$ cat config.mk
export PLATFORM = sky130hd
export DESIGN_NAME = exec_wb_stage
export DESIGN_NICKNAME = d
export VERILOG_FILES = /design/src/rtl/exec_wb_stage.sv
export SDC_FILE = /design/constraint.sdc
export NUM_CORES = 1
export LEC_CHECK = 0
export ABC_AREA = 1
export CAP_MARGIN = 20
export CORE_ASPECT_RATIO = 0.8
export CORE_MARGIN = 4
export CORE_UTILIZATION = 55
export DETAILED_ROUTE_END_ITERATION = 10
export DONT_BUFFER_PORTS = 1
export HOLD_SLACK_MARGIN = 0.08
export PLACE_DENSITY = 0.77
export SETUP_SLACK_MARGIN = 0.1
export SLEW_MARGIN = 20
export SYNTH_ARGS = -nofsm -noshare
export SYNTH_HDL_FRONTEND = slang
export SYNTH_SLANG_ARGS = --single-unit
$ cat constraint.sdc
create_clock -name clk -period 1.75 [get_ports clk]
set_input_delay 0 -clock clk [delete_from_list [all_inputs] [get_ports clk]]
set_output_delay 0 -clock clk [all_outputs]
set_load 0.03 [all_outputs]
$ cat src/rtl/exec_wb_stage.sv
// Execute/write-back stage: ALU with iterative 1-bit/cycle shifter driving the register-file write port.
// Optional build macro EXEC_FORWARD_EN: forward write_data into the operands instead of interlocking.
module exec_wb_stage #(
  parameter int W  = 8,
  parameter int DW = 4
) (
  input  logic          clk,
  input  logic          reset,
  input  logic          in_valid,
  output logic          in_ready,
  input  logic [2:0]    op,
  input  logic [W-1:0]  opA,
  input  logic [W-1:0]  opB,
  input  logic [DW-1:0] src_a,
  input  logic [DW-1:0] src_b,
  input  logic [DW-1:0] dest,
  input  logic          wr_en_in,
  output logic          RegWrite,
  output logic [DW-1:0] destination,
  output logic [W-1:0]  write_data,
  output logic          flag_zero,
  output logic          flag_carry,
  output logic          busy
);

  localparam logic [2:0] OP_ADD  = 3'b000;
  localparam logic [2:0] OP_SUB  = 3'b001;
  localparam logic [2:0] OP_AND  = 3'b010;
  localparam logic [2:0] OP_XOR  = 3'b011;
  localparam logic [2:0] OP_SHL  = 3'b100;
  localparam logic [2:0] OP_SHR  = 3'b101;
  localparam logic [2:0] OP_PASS = 3'b110;
  localparam logic [2:0] OP_CMP  = 3'b111;

  typedef enum logic {S_IDLE, S_SHIFT} state_t;

  state_t        state_q, state_d;
  logic [W-1:0]  acc_q;
  logic [2:0]    cnt_q;
  logic          dir_q;
  logic [DW-1:0] pdest_q;
  logic          pwr_q;
  logic          regwrite_q;
  logic [DW-1:0] destination_q;
  logic [W-1:0]  write_data_q;
  logic          zero_q, carry_q;

  logic [W-1:0]  a_eff, b_eff;
  logic          hazard;

`ifdef EXEC_FORWARD_EN
  // The register file is one write behind; bypass the value it is about to store.
  assign a_eff  = (regwrite_q && (src_a == destination_q)) ? write_data_q : opA;
  assign b_eff  = (regwrite_q && (src_b == destination_q)) ? write_data_q : opB;
  assign hazard = 1'b0;
`else
  assign a_eff  = opA;
  assign b_eff  = opB;
  assign hazard = regwrite_q && ((src_a == destination_q) || (src_b == destination_q));
`endif

  logic          accept;
  logic [2:0]    shamt;
  logic          is_shift;
  logic          start_shift;
  logic          shift_done;
  logic [W:0]    sum;
  logic [W-1:0]  diff;
  logic [W-1:0]  alu_res;
  logic          alu_c;
  logic [W-1:0]  acc_nxt;
  logic          out_bit;

  assign accept      = in_valid && in_ready;
  assign shamt       = b_eff[2:0];
  assign is_shift    = (op == OP_SHL) || (op == OP_SHR);
  assign start_shift = accept && is_shift && (shamt != 3'd0);
  assign shift_done  = (state_q == S_SHIFT) && (cnt_q == 3'd1);

  always_comb begin
    sum     = {1'b0, a_eff} + {1'b0, b_eff};
    diff    = a_eff - b_eff;
    alu_res = '0;
    alu_c   = 1'b0;
    case (op)
      OP_ADD:         begin alu_res = sum[W-1:0]; alu_c = sum[W]; end
      OP_SUB, OP_CMP: begin alu_res = diff; alu_c = (a_eff >= b_eff); end
      OP_AND:         alu_res = a_eff & b_eff;
      OP_XOR:         alu_res = a_eff ^ b_eff;
      OP_SHL, OP_SHR: alu_res = a_eff;  // only reached directly for a zero shift amount
      OP_PASS:        alu_res = b_eff;
      default:        alu_res = '0;
    endcase
  end

  // dir_q = 1 selects a right shift
  assign acc_nxt = dir_q ? (acc_q >> 1) : (acc_q << 1);
  assign out_bit = dir_q ? acc_q[0] : acc_q[W-1];

  always_ff @(posedge clk or posedge reset) begin
    if (reset) state_q <= S_IDLE;
    else       state_q <= state_d;
  end

  always_comb begin
    state_d = state_q;
    case (state_q)
      S_IDLE:  if (start_shift) state_d = S_SHIFT;
      S_SHIFT: if (shift_done)  state_d = S_IDLE;
      default: state_d = S_IDLE;
    endcase
  end

  always_comb begin
    in_ready = (state_q == S_IDLE) && !hazard;
    busy     = (state_q == S_SHIFT);
  end

  always_ff @(posedge clk or posedge reset) begin
    if (reset) begin
      acc_q         <= '0;
      cnt_q         <= '0;
      dir_q         <= 1'b0;
      pdest_q       <= '0;
      pwr_q         <= 1'b0;
      regwrite_q    <= 1'b0;
      destination_q <= '0;
      write_data_q  <= '0;
      zero_q        <= 1'b0;
      carry_q       <= 1'b0;
    end else begin
      if (start_shift) begin
        acc_q   <= a_eff;
        cnt_q   <= shamt;
        dir_q   <= (op == OP_SHR);
        pdest_q <= dest;
        pwr_q   <= wr_en_in;
      end else if (state_q == S_SHIFT) begin
        acc_q <= acc_nxt;
        cnt_q <= cnt_q - 3'd1;
      end

      regwrite_q <= 1'b0;
      if (accept && !start_shift) begin
        regwrite_q    <= wr_en_in && (op != OP_CMP);
        destination_q <= dest;
        write_data_q  <= alu_res;
        zero_q        <= (alu_res == '0);
        carry_q       <= alu_c;
      end else if (shift_done) begin
        regwrite_q    <= pwr_q;
        destination_q <= pdest_q;
        write_data_q  <= acc_nxt;
        zero_q        <= (acc_nxt == '0);
        carry_q       <= out_bit;
      end
    end
  end

  assign RegWrite    = regwrite_q;
  assign destination = destination_q;
  assign write_data  = write_data_q;
  assign flag_zero   = zero_q;
  assign flag_carry  = carry_q;

endmodule
==> reports/qor.yml, run 1 <==
outcome:
  outcome: "finished, violations left"
  violations: "setup timing"
power:
  irDropWorstVdd_mv: 0.997
  power_density_nw_per_um2: 1310
  total_leakage_power_nw: 1.91
synthesis:
  syn-cell-area_um2: 3100
  synth-main-ff-cell: "dfrtp_1"
  synth_edf_count: 0
  synth.yosys.warnings: 0
  synthCells: 470
  synth_area_per_cell_um2: 6.60
  yosysSeqAreaShare_pct: 26.6
  ys_types: 43
  syn_nets: 525
  async_flop_share_pct: 100
  ys_ff_latch: 33
die:
  die_x_um: 92.0
  ioPinCount: 52
  die_h_um: 75.2
  fp-row-count: 24
  initial_core_util_pct: 56.8
  floorplan.core_area_um2: 5470
  die_area_um2: 6910
critical_path:
  cp.required_ns: 1.93
  slowest_delay_ns: 0.44
  timing.rr.end: "flag_carry$_DFFE_PP0P_"
  worstPathArrival_ns: 1.94
  critPathMaxFanout: 7
  path_class: "reg -> reg"
  slowest_stage: "dfrtp_2"
  ff2ff_path_depth: 11
  reg2reg_from: "destination[1]$_DFFE_PP0P_"
  critPathMostFrequentCell: "nand2_1"
  r2r_slack_ns: -0.01
  worstPathCellList: "inv_2 -> nand2_1 -> nand2_1 -> nor2_1 -> nand2_1 -> nand2_4 -> nand2_4 -> o2111ai_4 -> buf_6 -> o21ai_2 -> nand2_1"
  end_kind: "flip-flop"
  startpoint_type: "flip-flop"
timing:
  fin_skew_ns: 0.0110
  slew_viol_final: 0
  rsz0062_at_grt: "true"
  worst_slack_ns: -0.0135
  fin_crit_ns: 1.76
  hold_violations: 0
  tightestPinTransition_ns: 0.457
  period_share_pct: 101
  setup_viol: 2
  slew_headroom_pct: 69.3
  holdWs_ns: 0.126
  fmax_ghz: 0.567
hold_path:
  min_from: "opA[2]"
  hp-class: "in -> reg"
  worstHoldEndpoint: "write_data[2]$_DFFE_PP0P_"
  hold_depth: 6
layout:
  diodes: 0
  drive_above_1_share_pct: 19.7
  final_cell_mix: "141 x nand2_1, 54 x inv_1, 46 x nand3_1"
  n_fill_cell: 481
  nNetsFinal: 566
  fin_cells: 590
  utilization_pct: 68.7
  layout_commonest_cell: "nand2_1"
  area_growth_pct: 21.0
clocking:
  cts_root_buf: "clkbuf_8"
  clk_pin_slew_ns: 0.07
  cts_tree: "done"
  clk_latency_ns: 0.30
  clock_path_buffers: 2
  cts.htree.levels: 2
  cts_made_buffers: 5
  cts_sinks: 33
global_route:
  grt_max_degree: 34
  first_global_vias: 2946
  grt_overflow_total: 0
  grt_first_pass_wirelength_um: 14700
  grt_usage_pct: 27.2
  antenna_found_initial: 0
route:
  vias_per_cell: 5.60
  drt-total-wl_um: 9690
  post_drt_wl_per_cell_um: 16.4
  drc: 0
  drt-pass1-iter-count: 5
  routed-via-count: 3302
  drt-initial-drc-count: 316
  final_antenna_net_count: 0
placement:
  place_ws_ns: -0.00519
  dp.cells: 554
  place_hpwl_um: 6860
  routabilityCongestion: 0.995
  io_buffers: 0
flow_run:
  drv_cap: 0
==> cells in the mapped netlist, types with 2 or more instances <==
cell	number	share of area (%)
nor2_2	3	0.61
inv_1	58	7.0
o21ai_0	22	3.5
a21oi_2	2	0.56
o22ai_1	4	0.81
buf_4	3	0.73
ha_1	18	7.3
dfrtp_1	33	27
inv_2	7	0.85
nand4_2	2	0.81
nand3_2	4	1.3
or2_1	2	0.40
nand2_1	154	19
a21oi_1	9	1.5
buf_6	5	1.8
nand2_2	6	1.2
or2_2	3	0.61
o21ai_1	4	0.65
clkbuf_2	2	0.32
xor2_1	4	1.1
nor2_1	44	5.3
nand4_1	8	1.6
fa_1	2	1.3
nand3_1	48	7.7
o211ai_1	3	0.73
a21oi_4	3	1.6
==> worst max-delay path by stage <==
stage / end / slack [ns] / depth (start not counted) / from
3_3_place_gp: write_data[6]$_DFFE_PP0P_ / 0.02 / 11 / destination[2]$_DFFE_PP0P_
2_1_floorplan: acc_q[6]$_DFFE_PP0P_ / 0.03 / 12 / destination[0]$_DFFE_PP0P_
4_1_cts: write_data[7]$_DFFE_PP0P_ / 0.08 / 10 / destination[0]$_DFFE_PP0P_
6_report: flag_carry$_DFFE_PP0P_ / -0.01 / 11 / destination[1]$_DFFE_PP0P_
3_5_place_dp: write_data[1]$_DFFE_PP0P_ / -0.005 / 11 / destination[2]$_DFFE_PP0P_
5_1_grt: flag_zero$_DFFE_PP0P_ / -0.09 / 12 / destination[0]$_DFFE_PP0P_
==> kinds of logic after synthesis <==
| family | count (synthesis) | synth area share (%) |
|---|---|---|
| and+or+nand+nor | 279 | 40.0 |
| buffers and inverters | 78 | 11.3 |
| AOI/OAI and AO/OA | 54 | 11.8 |
| xor gates and xnor gates | 5 | 1.41 |
| adders and majority gates | 20 | 8.55 |
| muxes | 1 | 0.323 |
| DFF | 33 | 26.6 |
==> power breakdown <==
part,total [mW],internal (mW),switching [mW]
Sequential,1.76,1.15,0.614
Clock,0.591,0.276,0.315
Combinational,2.57,1.04,1.53
==> per-layer routing <==
layer	routed length (µm)	global-route usage, %	vias to the layer above	part of all wire [%]
met4	169	8.24	0	1.7
met3	1050	6.09	31	11
li1	-	-	1588	-
met5	0	0	-	0
met2	4270	41.2	186	44
met1	4200	39.2	1497	43
==> metrics by stage <==
step                       TNS, ns  power (mW)  instance area [µm²]
final                      -0.0176        4.92                 3750
after global routing        -0.610        5.26                 3750
after CTS                        0        4.54                 3580
after detailed placement  -0.00999        3.84                 3240
after global placement           0        3.79                 3240
after floorplan                  0        3.26                 3110
==> sequential cells by signal, indices dropped and copies added (netlist names) <==
register     flops
RegWrite         1
acc_q            8
busy             1
cnt_q            3
destination      4
dir_q            1
flag_carry       1
flag_zero        1
pdest_q          4
pwr_q            1
write_data       8
==> final cells by class <==
class,count,area (µm²),area share [%]
Multi-Input combinational cell,359,2040,54.4
Sequential cell,33,833,22.2
Timing Repair Buffer,45,432,11.5
Inverter,67,267,7.10
Tap cell,78,97.6,2.60
Clock buffer,6,72.6,1.93
Clock inverter,2,10.0,0.267
==> timing repair <==
item                                   in CTS  in global routing
cloned                                      0                  1
endpoints found under the hold margin      56                  0
pin swaps                                   3                 11
hold buffers                               21                  0
setup buffers                               4                  2
resized for setup                           8                 38
setup endpoints to repair                  20                 32
==> critical path: cells and delay by family, from the launching register on <==
family          cells  cell delay, ns
buf+inv             2            0.27
flops               1            0.44
simple gates        7            0.57
compound gates      2            0.35
Note: power is estimated with default switching activity, not from simulation.
==> inputs of run 2 (changes only) <==
--- a/config.mk
+++ b/config.mk
@@ -7,7 +7,6 @@
 export LEC_CHECK = 0
 export ABC_AREA = 1
 export CAP_MARGIN = 20
-export CORE_ASPECT_RATIO = 0.8
 export CORE_MARGIN = 4
 export CORE_UTILIZATION = 55
 export DETAILED_ROUTE_END_ITERATION = 10
==> reports/qor.yml, run 2 (synthesis results as in run 1) <==
outcome:
  outcome: "finished, violations left"
  violations: "setup timing"
clocking:
  cts.htree.levels: 2  # unchanged
  cts_made_buffers: 5  # unchanged
  cts_tree: "done"
  clk_pin_slew_ns: 0.07  # about the same
  clock_path_buffers: 2  # unchanged
  cts_root_buf: "clkbuf_8"
  cts_sinks: 33  # unchanged
  clk_latency_ns: 0.29  # about the same
timing:
  fin_crit_ns: 1.80  # +0.0383 ns
  slew_viol_final: 0  # unchanged
  period_share_pct: 103  # +2.2 points
  slew_headroom_pct: 61.1  # -8.2 points
  holdWs_ns: 0.107  # -0.0184 ns
  tightestPinTransition_ns: 0.584  # +0.127 ns
  rsz0062_at_grt: "true"
  hold_violations: 0  # unchanged
  fmax_ghz: 0.555  # -2.1%
  setup_viol: 2  # unchanged
  fin_skew_ns: 0.00874  # -0.00230 ns
  worst_slack_ns: -0.0519  # -0.0383 ns
layout:
  drive_above_1_share_pct: 21.4  # +1.7 points
  nNetsFinal: 568  # +0.35%
  diodes: 0  # unchanged
  layout_commonest_cell: "nand2_1"
  area_growth_pct: 24.4
  final_cell_mix: "145 x nand2_1, 55 x inv_1, 39 x nand3_1"
  utilization_pct: 70.5  # +1.8 points
critical_path:
  startpoint_type: "flip-flop"
  critPathLaunch: "dir_q$_DFFE_PP0P_"
  worstPathArrival_ns: 2.02  # +0.08 ns
  path_class: "reg -> reg"
  ff2ff_path_depth: 5  # -6
  reg2reg_from: "dir_q$_DFFE_PP0P_"
  slowest_stage: "dfrtp_1"
  critPathMaxFanout: 17  # +10
  cp.required_ns: 1.97  # +0.04 ns
  worstPathCellList: "o21ai_0 -> nand4_1 -> nor4_1 -> o21ai_1 -> a21oi_2"
  end_kind: "flip-flop"
  slowest_delay_ns: 0.60  # +0.16 ns
route:
  drc: 0  # unchanged
  vias_per_cell: 5.65  # +0.90%
  routed-via-count: 3309  # +0.21%
  drt-pass1-iter-count: 5  # unchanged
  final_antenna_net_count: 0  # unchanged
  post_drt_wl_per_cell_um: 16.0  # -2.6%
  drt-total-wl_um: 9380  # -3.3%
  drt-initial-drc-count: 295  # -6.6%
die:
  die_area_um2: 6900  # -0.11%
  die_x_um: 83.1  # -9.6%
  die_h_um: 83.1  # +11%
  fp-row-count: 27  # +13%
  ioPinCount: 52  # unchanged
  floorplan.core_area_um2: 5470  # +0.14%
  initial_core_util_pct: 56.7  # -0.078 points
global_route:
  grt_first_pass_wirelength_um: 14900  # +1.2%
  grt_max_degree: 34  # unchanged
  grt_overflow_total: 0  # unchanged
  first_global_vias: 3193  # +8.4%
  antenna_found_initial: 0  # unchanged
  grt_usage_pct: 26.1  # -1.1 points
placement:
  io_buffers: 0  # unchanged
  place_hpwl_um: 6450  # -6.1%
  routabilityCongestion: 0.908  # -8.8%
hold_path:
  hold_depth: 5  # -1
  min_from: "in_valid"
  hp-class: "in -> reg"
flow_run:
  drv_cap: 0  # unchanged
power:
  irDropWorstVdd_mv: 0.784  # -21%
  power_density_nw_per_um2: 1270  # -2.8%
  total_leakage_power_nw: 1.96  # +2.5%
## run 2: where the power goes
part           internal [mW]  switching [mW]
Clock                  0.276           0.295
Combinational           1.04            1.57
Sequential              1.14           0.596
## run 2: stage by stage
stage	std cells	power (mW)	setup WS [ns]	area (µm²)	TNS (ns)
3_3_place_gp	543	3.70	-0.0716	3200	-0.157
2_1_floorplan	470	3.26	0.0262	3110	0
6_report	586	4.92	-0.0519	3860	-0.0941
4_1_cts	578	4.50	0.0428	3630	0
3_5_place_dp	543	3.77	-0.116	3200	-0.417
5_1_grt	586	5.26	-0.154	3860	-1.36
## run 2: area by class of cell
type | instances | area (µm²)
multi-input combinational | 359 | 2110
clock inverter | 2 | 10.0
timing repair buffer | 47 | 479
inverter | 67 | 265
fill | 422 | 1610
tap | 72 | 90.1
clock buffer | 6 | 72.6
sequential | 33 | 832
## run 2: repair_timing
| item | in CTS | in global routing |
|---|---|---|
| cloned | 0 | 2 |
| setup buffers | 6 | 5 |
| pin swaps | 19 | 15 |
| endpoints found under the setup margin | 15 | 33 |
| endpoints found under the hold margin | 56 | 3 |
| gates resized for setup | 22 | 36 |
| hold buffers | 21 | 1 |
## run 2: critical path: cells and delay by family (launching register included)
kind	cells	cell delay, ns
AO/OA/AOI/OAI	3	0.77
AND/OR/NAND/NOR	2	0.37
flip-flops	1	0.60
## run 2: final timing paths
check / end / slack, ns
min in group asynchronous: acc_q[1]$_DFFE_PP0P_ / 0.24
min reg2reg: pdest_q[1]$_DFFE_PP0P_ / 0.48
min: pdest_q[3]$_DFFE_PP0P_ / 0.11
max reg2reg: flag_zero$_DFFE_PP0P_ / -0.05
max: flag_zero$_DFFE_PP0P_ / -0.05
max in group asynchronous: destination[2]$_DFFE_PP0P_ / 1.18
## run 2: layer usage
metal / part of all wire, % / wire [µm] / global-route usage, % / vias to the layer above
li1: - / - / - / 1588
met1: 41 / 3810 / 31.9 / 1519
met2: 48 / 4500 / 45.2 / 169
met3: 7.5 / 707 / 3.57 / 33
met4: 3.9 / 366 / 12.0 / 0
met5: 0 / 0 / 0 / -
==> inputs of run 3 (changes only) <==
==> constraint.sdc (replaced) <==
create_clock -name clk -period 1.75 [get_ports clk]
set_input_delay 0.0875 -clock clk [delete_from_list [all_inputs] [get_ports clk]]
set_output_delay 0.0875 -clock clk [all_outputs]
set_load 0.03 [all_outputs]
==> reports/qor.yml, run 3 (synthesis results as in run 1) <==
die:
  die_x_um: 83.1  # unchanged
  floorplan.core_area_um2: 5470  # unchanged
  initial_core_util_pct: 56.7  # unchanged
  fp-row-count: 27  # unchanged
  die_h_um: 83.1  # unchanged
  die_area_um2: 6900  # unchanged
  ioPinCount: 52  # unchanged
timing:
  slew_headroom_pct: 65.4  # +4.3 points
  setup_viol: 0  # -2
  fin_crit_ns: 1.75  # -0.0548 ns
  worst_slack_ns: 0.00290  # +0.0548 ns
  rsz0062_at_grt: "true"
  period_share_pct: 99.8  # -3.1 points
  fmax_ghz: 0.572  # +3.1%
  fin_skew_ns: 0.00886  # +0.000127 ns
  slew_viol_final: 0  # unchanged
  hold_violations: 0  # unchanged
  tightestPinTransition_ns: 0.515  # -0.0684 ns
  final.setup.tns_ns: 0  # +0.0941 ns
  holdWs_ns: 0.129  # +0.0218 ns
global_route:
  first_global_vias: 3093  # -3.1%
  use_met2_pct: 46.4  # +1.2 points
  grtUsageMet1_pct: 29.3  # -2.6 points
  antenna_found_initial: 0  # unchanged
  grt_busiest_layer: "met2"
  grt_max_degree: 34  # unchanged
  grt_overflow_total: 0  # unchanged
  grt_first_pass_wirelength_um: 14400  # -3.2%
  grt_usage_pct: 25.3  # -0.78 points
  gr-usage-met3_pct: 4.76  # +1.2 points
flow_run:
  drv_cap: 0  # unchanged
route:
  drt-initial-drc-count: 225  # -24%
  vias_per_cell: 5.66  # +0.31%
  routed-via-count: 3291  # -0.54%
  drt-total-wl_um: 9230  # -1.6%
  drc: 0  # unchanged
  post_drt_wl_per_cell_um: 15.9  # -0.73%
  final_antenna_net_count: 0  # unchanged
  drt-pass1-iter-count: 5  # unchanged
power:
  finalPower_mw: 4.87  # -1.1%
  total_leakage_power_nw: 1.91  # -2.6%
  irDropWorstVdd_mv: 0.661  # -16%
  power_density_nw_per_um2: 1290  # +1.1%
critical_path:
  path_class: "reg -> reg"
  critPathMostFrequentCell: "nand3_2"
  cp_top_family: "simple AND/OR/NAND/NOR gates"
  slowest_delay_ns: 0.43  # -0.17 ns
  critical_path_buf_inv_count: 1  # +1
  worstPathArrival_ns: 1.91  # -0.11 ns
  end_kind: "flip-flop"
  critPathMaxFanout: 8  # -9
  startpoint_type: "flip-flop"
  slowest_stage: "dfrtp_2"
  cp.required_ns: 1.92  # -0.05 ns
  worstPathCellList: "xor2_1 -> nor2_1 -> nand2_1 -> nand2_2 -> nand2_4 -> o2111ai_4 -> clkinvlp_4 -> nand3_2 -> nand3_2"
layout:
  final_cell_area_um2: 3780  # -2.1%
  utilization_pct: 69.0  # -1.5 points
  final_cell_mix: "145 x nand2_1, 55 x inv_1, 41 x nand3_1"
  layout_commonest_cell: "nand2_1"
  drive_above_1_share_pct: 20.7  # -0.73 points
  area_growth_pct: 21.7
  nNetsFinal: 562  # -1.1%
  fin_cells: 581  # -0.85%
clocking:
  cts_tree: "done"
  clock_path_buffers: 2  # unchanged
  cts_made_buffers: 5  # unchanged
  clk_latency_ns: 0.29  # about the same
  cts_sinks: 33  # unchanged
  clk_pin_slew_ns: 0.07  # about the same
  cts_root_buf: "clkbuf_8"
  cts.htree.levels: 2  # unchanged
placement:
  place_hpwl_um: 6690  # +3.7%
  dp.cells: 549  # +1.1%
  placed_cell_area_um2: 3240  # +1.4%
  place_ws_ns: 0.00336  # +0.119 ns
  routabilityCongestion: 0.897  # -1.2%
  io_buffers: 0  # unchanged
hold_path:
  hp-class: "in -> reg"
outcome:
  outcome: "finished clean"
run 3: changes by cell type in the layout (fill, tap and decap cells not counted), moves of 2 or more:
cell           previous run  this run
dlygate4sd3_1            22        18
o21ai_0                  17        14
buf_4                    18        16
clkinv_2                  2         0
nand3_1                  39        41
nand3_2                  12        10
nor2_1                   38        40
o21ai_1                   7         9
run 3: repair_timing:
action,4_1_cts,5_1_grt
pin swaps,1,16
hold endpoints to repair,55,0
hold buffers,18,0
gates resized for setup,0,57
endpoints found under the setup margin,5,32
buffers inserted,2,2
gates cloned,0,1
run 3: report_power, final:
| group | switching, mW | internal (mW) | leakage, nW | total, mW |
|---|---|---|---|---|
| sequential | 0.619 | 1.15 | 0.399 | 1.77 |
| combinational | 1.51 | 1.00 | 1.46 | 2.51 |
| clock | 0.266 | 0.320 | 0.0455 | 0.587 |
run 3: worst paths after layout:
check	start	end	slack (ns)	cells past startpoint
max in group asynchronous	reset	destination[1]$_DFFE_PP0P_	1.10	3
worst min-delay path	in_valid	dir_q$_DFFE_PP0P_	0.13	3
worst min register to register	pdest_q[3]$_DFFE_PP0P_	pdest_q[3]$_DFFE_PP0P_	0.49	2
min in group asynchronous	reset	acc_q[6]$_DFFE_PP0P_	0.33	3
worst max-delay path	destination[3]$_DFFE_PP0P_	write_data[6]$_DFFE_PP0P_	0.003	9
worst max register to register	destination[3]$_DFFE_PP0P_	write_data[6]$_DFFE_PP0P_	0.003	9
run 3: cell type report:
| cell class | instances | area [µm²] |
|---|---|---|
| diodes | 1 | 2.50 |
| clock buffers | 8 | 90.1 |
| fillers | 434 | 1700 |
| inverters | 67 | 265 |
| multi-input cells | 359 | 2090 |
| flip-flops and latches | 33 | 833 |
| well taps | 72 | 90.1 |
| repair buffers | 41 | 405 |
run 3: worst min-delay path, cell delays in order:
cell and delay (ns):
nand4_4 0.09, clkbuf_16 0.16, o21ai_2 0.05
run 3: per-layer routing:
metal	share of wire [%]	wire [µm]
met1	39	3640
met2	51	4690
met4	3.0	280
met5	0	0
met3	6.7	619
